File: src/rtl/ps2_keycode.sv
// PS/2 keyboard receiver with a small game-key decoder: frames raw PS/2 bytes,
// then tracks held keys A/D/space/enter and reports the most recent one as a HID code.
module ps2_keycode #(
    parameter int TIMEOUT_CYCLES = 50000
) (
    input  logic       Clk,
    input  logic       Reset,
    input  logic       ps2_clk,
    input  logic       ps2_data,
    output logic [7:0] keycode,
    output logic [7:0] scancode,
    output logic       scan_valid,
    output logic       frame_err
);

    localparam int TW = $clog2(TIMEOUT_CYCLES + 1);

    typedef enum logic [1:0] {IDLE, DATA, PARITY, STOP} state_t;

    logic          clk_meta, clk_sync, clk_prev;
    logic          data_meta, data_sync;
    logic          fall;
    state_t        state, state_nxt;
    logic [2:0]    bit_cnt, bit_cnt_nxt;
    logic [7:0]    shift_reg, shift_nxt;
    logic          parity_ok, parity_nxt;
    logic [TW-1:0] to_cnt;
    logic          timeout;
    logic          load, err;

    // Synchronizers idle high, matching an idle PS/2 bus, so no edge appears at reset release.
    always_ff @(posedge Clk or negedge Reset) begin
        if (!Reset) begin
            clk_meta  <= 1'b1;
            clk_sync  <= 1'b1;
            clk_prev  <= 1'b1;
            data_meta <= 1'b1;
            data_sync <= 1'b1;
        end else begin
            clk_meta  <= ps2_clk;
            clk_sync  <= clk_meta;
            clk_prev  <= clk_sync;
            data_meta <= ps2_data;
            data_sync <= data_meta;
        end
    end

    assign fall    = clk_prev & ~clk_sync;
    assign timeout = (state != IDLE) && !fall && (to_cnt == TW'(TIMEOUT_CYCLES - 1));

    // NOTE: every output of this block gets a default first so no latch is inferred.
    always_comb begin
        state_nxt   = state;
        bit_cnt_nxt = bit_cnt;
        shift_nxt   = shift_reg;
        parity_nxt  = parity_ok;
        load        = 1'b0;
        err         = 1'b0;
        if (timeout) begin
            state_nxt = IDLE;
            err       = 1'b1;
        end else if (fall) begin
            unique case (state)
                IDLE: begin
                    if (!data_sync) begin
                        state_nxt   = DATA;
                        bit_cnt_nxt = 3'd0;
                    end else begin
                        err = 1'b1;
                    end
                end
                DATA: begin
                    shift_nxt   = {data_sync, shift_reg[7:1]};
                    bit_cnt_nxt = bit_cnt + 3'd1;
                    if (bit_cnt == 3'd7) state_nxt = PARITY;
                end
                PARITY: begin
                    parity_nxt = ^{shift_reg, data_sync};
                    state_nxt  = STOP;
                end
                STOP: begin
                    if (data_sync && parity_ok) load = 1'b1;
                    else                        err  = 1'b1;
                    state_nxt = IDLE;
                end
                default: state_nxt = IDLE;
            endcase
        end
    end

    // NOTE: sequential state uses non-blocking assignments so all registers update together.
    always_ff @(posedge Clk or negedge Reset) begin
        if (!Reset) begin
            state      <= IDLE;
            bit_cnt    <= 3'd0;
            shift_reg  <= 8'h00;
            parity_ok  <= 1'b0;
            to_cnt     <= '0;
            scancode   <= 8'h00;
            scan_valid <= 1'b0;
            frame_err  <= 1'b0;
        end else begin
            state      <= state_nxt;
            bit_cnt    <= bit_cnt_nxt;
            shift_reg  <= shift_nxt;
            parity_ok  <= parity_nxt;
            to_cnt     <= (fall || state == IDLE) ? '0 : to_cnt + TW'(1);
            scan_valid <= load;
            frame_err  <= err;
            if (load) scancode <= shift_reg;
        end
    end

    // Key decoder: index order doubles as fallback priority (A > D > space > enter).
    logic       brk_pending, ext_pending;
    logic [3:0] held, held_after_break;
    logic       key_hit;
    logic [1:0] key_idx;
    logic [7:0] key_hid, fallback;

    always_comb begin
        key_hit = 1'b1;
        key_idx = 2'd0;
        key_hid = 8'h04;
        unique case (scancode)
            8'h1C: begin key_idx = 2'd0; key_hid = 8'h04; end
            8'h23: begin key_idx = 2'd1; key_hid = 8'h07; end
            8'h29: begin key_idx = 2'd2; key_hid = 8'h2C; end
            8'h5A: begin key_idx = 2'd3; key_hid = 8'h28; end
            default: key_hit = 1'b0;
        endcase
        held_after_break = held & ~(4'b0001 << key_idx);
        if      (held_after_break[0]) fallback = 8'h04;
        else if (held_after_break[1]) fallback = 8'h07;
        else if (held_after_break[2]) fallback = 8'h2C;
        else if (held_after_break[3]) fallback = 8'h28;
        else                          fallback = 8'h00;
    end

    always_ff @(posedge Clk or negedge Reset) begin
        if (!Reset) begin
            brk_pending <= 1'b0;
            ext_pending <= 1'b0;
            held        <= 4'b0000;
            keycode     <= 8'h00;
        end else if (scan_valid) begin
            if (scancode == 8'hF0) begin
                brk_pending <= 1'b1;
            end else if (scancode == 8'hE0) begin
                ext_pending <= 1'b1;
            end else begin
                brk_pending <= 1'b0;
                ext_pending <= 1'b0;
                if (key_hit && !ext_pending) begin
                    if (brk_pending) begin
                        if (held[key_idx]) begin
                            held <= held_after_break;
                            if (keycode == key_hid) keycode <= fallback;
                        end
                    end else if (!held[key_idx]) begin
                        held[key_idx] <= 1'b1;
                        keycode       <= key_hid;
                    end
                end
            end
        end
    end

endmodule

File: config.mk
export PLATFORM = sky130hd
export DESIGN_NAME = ps2_keycode
export DESIGN_NICKNAME = d
export VERILOG_FILES = /design/src/rtl/ps2_keycode.sv
export SDC_FILE = /design/constraint.sdc
export NUM_CORES = 1
export LEC_CHECK = 0
export ABC_AREA = 1
export CORE_MARGIN = 10
export CORE_UTILIZATION = 53
export CTS_CLUSTER_SIZE = 30
export DETAILED_ROUTE_END_ITERATION = 7
export PLACE_DENSITY_LB_ADDON = 0.2
export SLEW_MARGIN = 30
export SYNTH_ARGS = -nofsm -noshare
export SYNTH_HDL_FRONTEND = slang
export SYNTH_SLANG_ARGS = --single-unit
File: constraint.sdc
create_clock -name Clk -period 1.86 [get_ports Clk]
set_clock_uncertainty 0.15 [all_clocks]
set_input_delay 0.279 -clock Clk [delete_from_list [all_inputs] [get_ports Clk]]
set_output_delay 0.279 -clock Clk [all_outputs]
set_load 0.02 [all_outputs]
**After elaboration in Yosys (flattened, before gate mapping)**

Cells that the tools add are included.
W data, S select, Z words.

- Register bits: 59
- Input bits: 4
- Output and inout port bits: 18

- Add/subtract/negate cells: 2
- $lt $le $gt $ge: 2
- Equal/unequal tests: 19
- Shift operators: 1
- Muxes and demuxes: 38
- Bitwise gates (word level): 8
- Reduce and logical (&&, ||, !) cells: 22

Operators by type and width:

| kind | number |
|---|---|
| $mux W8 | 4 |
| $mux W6 | 4 |
| $pmux W6 S3 | 1 |
| $add A16 B1 Y16 const B | 1 |
| $eq A16 B16 Y1 const B | 1 |
| $eq A8 B6 Y1 const B | 2 |
| $eq A8 B8 Y1 const B | 2 |
| $mux W16 | 1 |
| $mux W1 | 14 |
| $mux W4 | 3 |
| $reduce_and A3 Y1 | 3 |
| $reduce_xor A9 Y1 | 1 |
| $eq A8 B5 Y1 const B | 1 |
| $eq A8 B7 Y1 const B | 1 |
| $eq A8 B8 Y1 | 1 |
| $mux W2 | 4 |
| $pmux W2 S4 | 1 |
| $reduce_and A7 Y1 | 1 |
| $ne A2 B2 Y1 const B | 3 |
| $ne A3 B3 Y1 const B | 2 |
| $pmux W2 S3 | 1 |
| $pmux W3 S2 | 1 |
| $reduce_and A6 Y1 | 1 |
| $reduce_bool A2 Y1 | 3 |
| other kinds (24) | 35 |

**Logic depth before layout (Yosys ltp)**

- Depth in word-level cells: 12
- Depth in mapped cells: 14
- Depth with buffers taken out: 14

**Worst setup path before layout**

No wires, ideal clock.

- Kind: register to register
- Start point: register scancode[5]
- End point: register keycode[1]
- Setup time: 0.117 ns
- Arrival time: 1.814 ns
- Required time: 1.593 ns
- Slack: -0.222 ns
- Stages on the path, launching flop included: 15
- Clock period less this slack: 2.082 ns
- Cell sequence: dfrtp_1 inv_2 nand2_2 nor2_2 nand2_4 or2_4 nand2_2 nor2_2 ha_1 nor2_1 nand3_2 inv_1 nand3_2 nand2_1 nand2_1

- Longest elaborated chain between the ends: 11

Ends and longest elaborated chain:

| what | RTL line | RTL |
|---|---|---|
| start, declared | 11 | `output logic [7:0] scancode,` |
| start signal, assigned | 110 | `if (load) scancode <= shift_reg;` |
| $eq A8 B7 Y1 / $eq A8 B6 Y1 (equally long branches) | 125 | `unique case (scancode)` |
| $pmux W2 S3 | 125 |  |
| $shl A1 B2 Y4 | 132 | `held_after_break = held & ~(4'b0001 << key_idx);` |
| $not A4 Y4 | 132 |  |
| $and A4 B4 Y4 | 132 |  |
| $mux W6 | 135 | `else if (held_after_break[2]) fallback = 8'h2C;` |
| $mux W6 | 134 | `else if (held_after_break[1]) fallback = 8'h07;` |
| $mux W6 | 133 | `if (held_after_break[0]) fallback = 8'h04;` |
| $mux W8 | 158 | `if (keycode == key_hid) keycode <= fallback;` |
| $mux W8 | 156 | `if (held[key_idx]) begin` |
| $mux W8 | 155 | `if (brk_pending) begin` |
| end signal, assigned | 158 |  |
| end signal, assigned | 162 | `keycode <= key_hid;` |
| end, declared | 10 | `output logic [7:0] keycode,` |

Several ways; a longest one is shown, not always the timed one. The select of a mux whose other input is x is not followed.
A chain may end at the register's enable or synchronous reset.

==> flow_metrics.env <==
export IMPL_rsz0062_at_grt="true"
export IMPL_power_density_nw_per_um2=910
export IMPL_place_ws_ps=-81.8
export IMPL_via_per_inst=5.03
export IMPL_ys_seq_area_share_pct=46.5
export IMPL_seq_area_um2=1360
export IMPL_drt_met1_wl_um=2740
export IMPL_area_delta_synth_final_pct=24.7
export IMPL_met2_length_um=2660
export IMPL_hold_class="in2async"
export IMPL_largest_reg_flops=16
export IMPL_grt_use_total_pct=13.5
export IMPL_io_buffers=18
export IMPL_fin_nets=413
export IMPL_r2r_start="scancode[2]$_DFFE_PN0P_"
export IMPL_drt_pass1_iterations=4
export IMPL_async_flop_share_pct=100
export IMPL_synth_most_common_cell="nand2_1"
export IMPL_yosys_warnings=0
export IMPL_layout_setup_ws_ps=-112
export IMPL_clk_path_buf_depth=2
export IMPL_synth_edf_count=0
export IMPL_synthFlopType="dfrtp_1"
export IMPL_finalHoldViolations=0
export IMPL_hpwlAfterDp_um=4310
export IMPL_ff2ff_setup_slack_ps=-110
export IMPL_final_util_pct=69.5
export IMPL_dr_wl_met3_um=282
export IMPL_drc=0
export IMPL_total_leakage_power_nw=1.78
export IMPL_cts_made_buffers=5
export IMPL_fin_crit_sh_pct=106
export IMPL_cts_root_buf="clkbuf_8"
export IMPL_grt_overflow=0
export IMPL_ant_nets=0
export IMPL_clk_pin_slew_ps=100
export IMPL_post_drt_wl_per_cell_um=12.2
export IMPL_worstSkewPairLatency_ps=310
export IMPL_ioPinCount=22
export IMPL_drtIter0Drc=77
export IMPL_cts_sinks=54
export IMPL_synth_top_area_cell="dfrtp_1"
export IMPL_routed_top_layer="met4"
export IMPL_dp_cells=456
export IMPL_synthCells=348
export IMPL_critPathRequiredTime_ps=1910
export IMPL_syn_avg_cell_area_um2=8.39
export IMPL_gp_congestion=0.886
export IMPL_p_total_w=0.00331
export IMPL_layout_drive_gt1_share_pct=28.6
export IMPL_status="complete, but fails checks"
export IMPL_row_count=26
export IMPL_multi_input_area_um2=1440
export IMPL_grt_max_degree=36
export IMPL_vdd_drop_max_uv=575
export IMPL_yosysTopAreaCellShare_pct=42.0
export IMPL_core_area_um2=5240
export IMPL_vias=2374
export IMPL_die_h_um=94.2
export IMPL_worstSetupEndpointType="flip-flop"
export IMPL_synthTopCellsByCount="84 x nand2_1, 49 x dfrtp_1, 41 x inv_1"
export IMPL_syn_cell_area_um2=2920
export IMPL_cts_htree_levels=2
export IMPL_yosys_top_cells_area="dfrtp_1 42%, nand2_1 11%, inv_1 5.3%, dfstp_2 4.5%, o21ai_0 3.6%"
export IMPL_crit_type="reg2reg"
export IMPL_grt_first_pass_wirelength_um=9980
export IMPL_tritoncts="built"
export IMPL_period_needed_ps=1970
export IMPL_antenna_found_initial=0
export IMPL_final_instance_count_excl_fill=472
export IMPL_wirelength_um=5740
export IMPL_crit_path_start_kind="flip-flop"
export IMPL_dieArea_um2=8880
export IMPL_ff2ff_path_depth=12
export IMPL_drv_slew=0
export IMPL_timing_fmax_mhz=507
export IMPL_synth_seq_cells=54
export IMPL_crit_arrival_ps=2030
export IMPL_grt_pass1_vias=2259
export IMPL_setup_viol=7
export IMPL_dieWidth_um=94.2
export IMPL_violations="setup timing"
export IMPL_start_util_pct=55.7
export IMPL_antenna_cells=0
export IMPL_cp_max_fo=4
export IMPL_n_fill_cell=425
export IMPL_synth_cell_types=37
export IMPL_cap_violations=0
==> stage by stage <==
stage | cell area, µm² | TNS, ps | hold WS (ps)
global route | 3640 | -1530 | 157
CTS | 3510 | -526 | 153
floorplan | 2940 | -946 | -167
detailed placement | 3360 | -455 | -47.6
finish | 3640 | -648 | 153
global placement | 3360 | -301 | -45.7
==> logic make-up (layout without fill, tap and decap cells) <==
logic type,count (synthesis),after routing,synth area share (%)
fa+ha+maj,8,8,3.43
xor+xnor,9,9,2.70
compound gates,45,45,8.44
other cells,1,3,0.128
simple gates,176,176,30.9
buf+inv,55,107,7.89
flops,54,54,46.5
==> area by class of cell <==
class                      instances  area share, %
tap                               70           2.41
timing repair buffer              53           12.6
clock buffer                       6           1.99
multi-input combinational        241           39.7
clock inverter                     2           1.03
sequential                        54           37.5
inverter                          46           4.81
==> critical path, cell delays in order, from the launching register on <==
cell and delay (ps):
dfrtp_2 420, inv_2 90, nand2_4 60, nor2_4 120, nand2_4 50, or2_4 240, nand2_4 60, nor2_4 40
ha_4 250, and3_4 210, nand2_2 60, nand2_1 50, o21ai_1 60
==> layer usage <==
layer / up-vias / GRT usage, %
met5: - / 0
met4: 0 / 4.18
met3: 6 / 2.96
met2: 33 / 21.4
met1: 1123 / 17.8
li1: 1212 / -
==> layout by cell type (no fill, tap or decap), drive strengths merged, types with 3 or more instances in the layout <==
master | Yosys | routed
nand2 | 98 | 98
dfrtp | 49 | 49
inv | 46 | 46
nor2 | 37 | 37
buf | 9 | 35
o21ai | 26 | 26
nand3 | 19 | 19
a21oi | 13 | 13
clkdlybuf4s50 | 0 | 11
ha | 8 | 8
nand4 | 7 | 7
nor3 | 7 | 7
clkbuf | 0 | 6
xnor2 | 5 | 5
dfstp | 5 | 5
xor2 | 4 | 4
dlymetal6s2s | 0 | 4
conb | 1 | 3
==> power by group <==
group / switching [W] / leakage, nW / total (W) / internal, W
sequential: 0.000144 / 0.716 / 0.00149 / 0.00135
clock: 0.000374 / 0.0514 / 0.000776 / 0.000402
combinational: 0.000597 / 1.02 / 0.00105 / 0.000449
==> worst max-delay path by stage <==
stage                                 start   endpoint  cells after the start
floorplan           scancode[7]$_DFFE_PN0P_  flip-flop                     12
global placement    scancode[7]$_DFFE_PN0P_  flip-flop                     12
detailed placement  scancode[7]$_DFFE_PN0P_  flip-flop                     12
CTS                 scancode[5]$_DFFE_PN0P_  flip-flop                     12
global route        scancode[5]$_DFFE_PN0P_  flip-flop                     12
finish              scancode[2]$_DFFE_PN0P_  flip-flop                     12
==> timing repair <==
action / CTS / global route
gates resized for setup: 4 / 28
endpoints found under the setup margin: 9 / 14
hold buffers: 1 / 0
buffers inserted: 3 / 4
endpoints found under the hold margin: 49 / 0
pin swaps: 4 / 11
cloned: 0 / 0
Power figures use the tool's default switching activity.
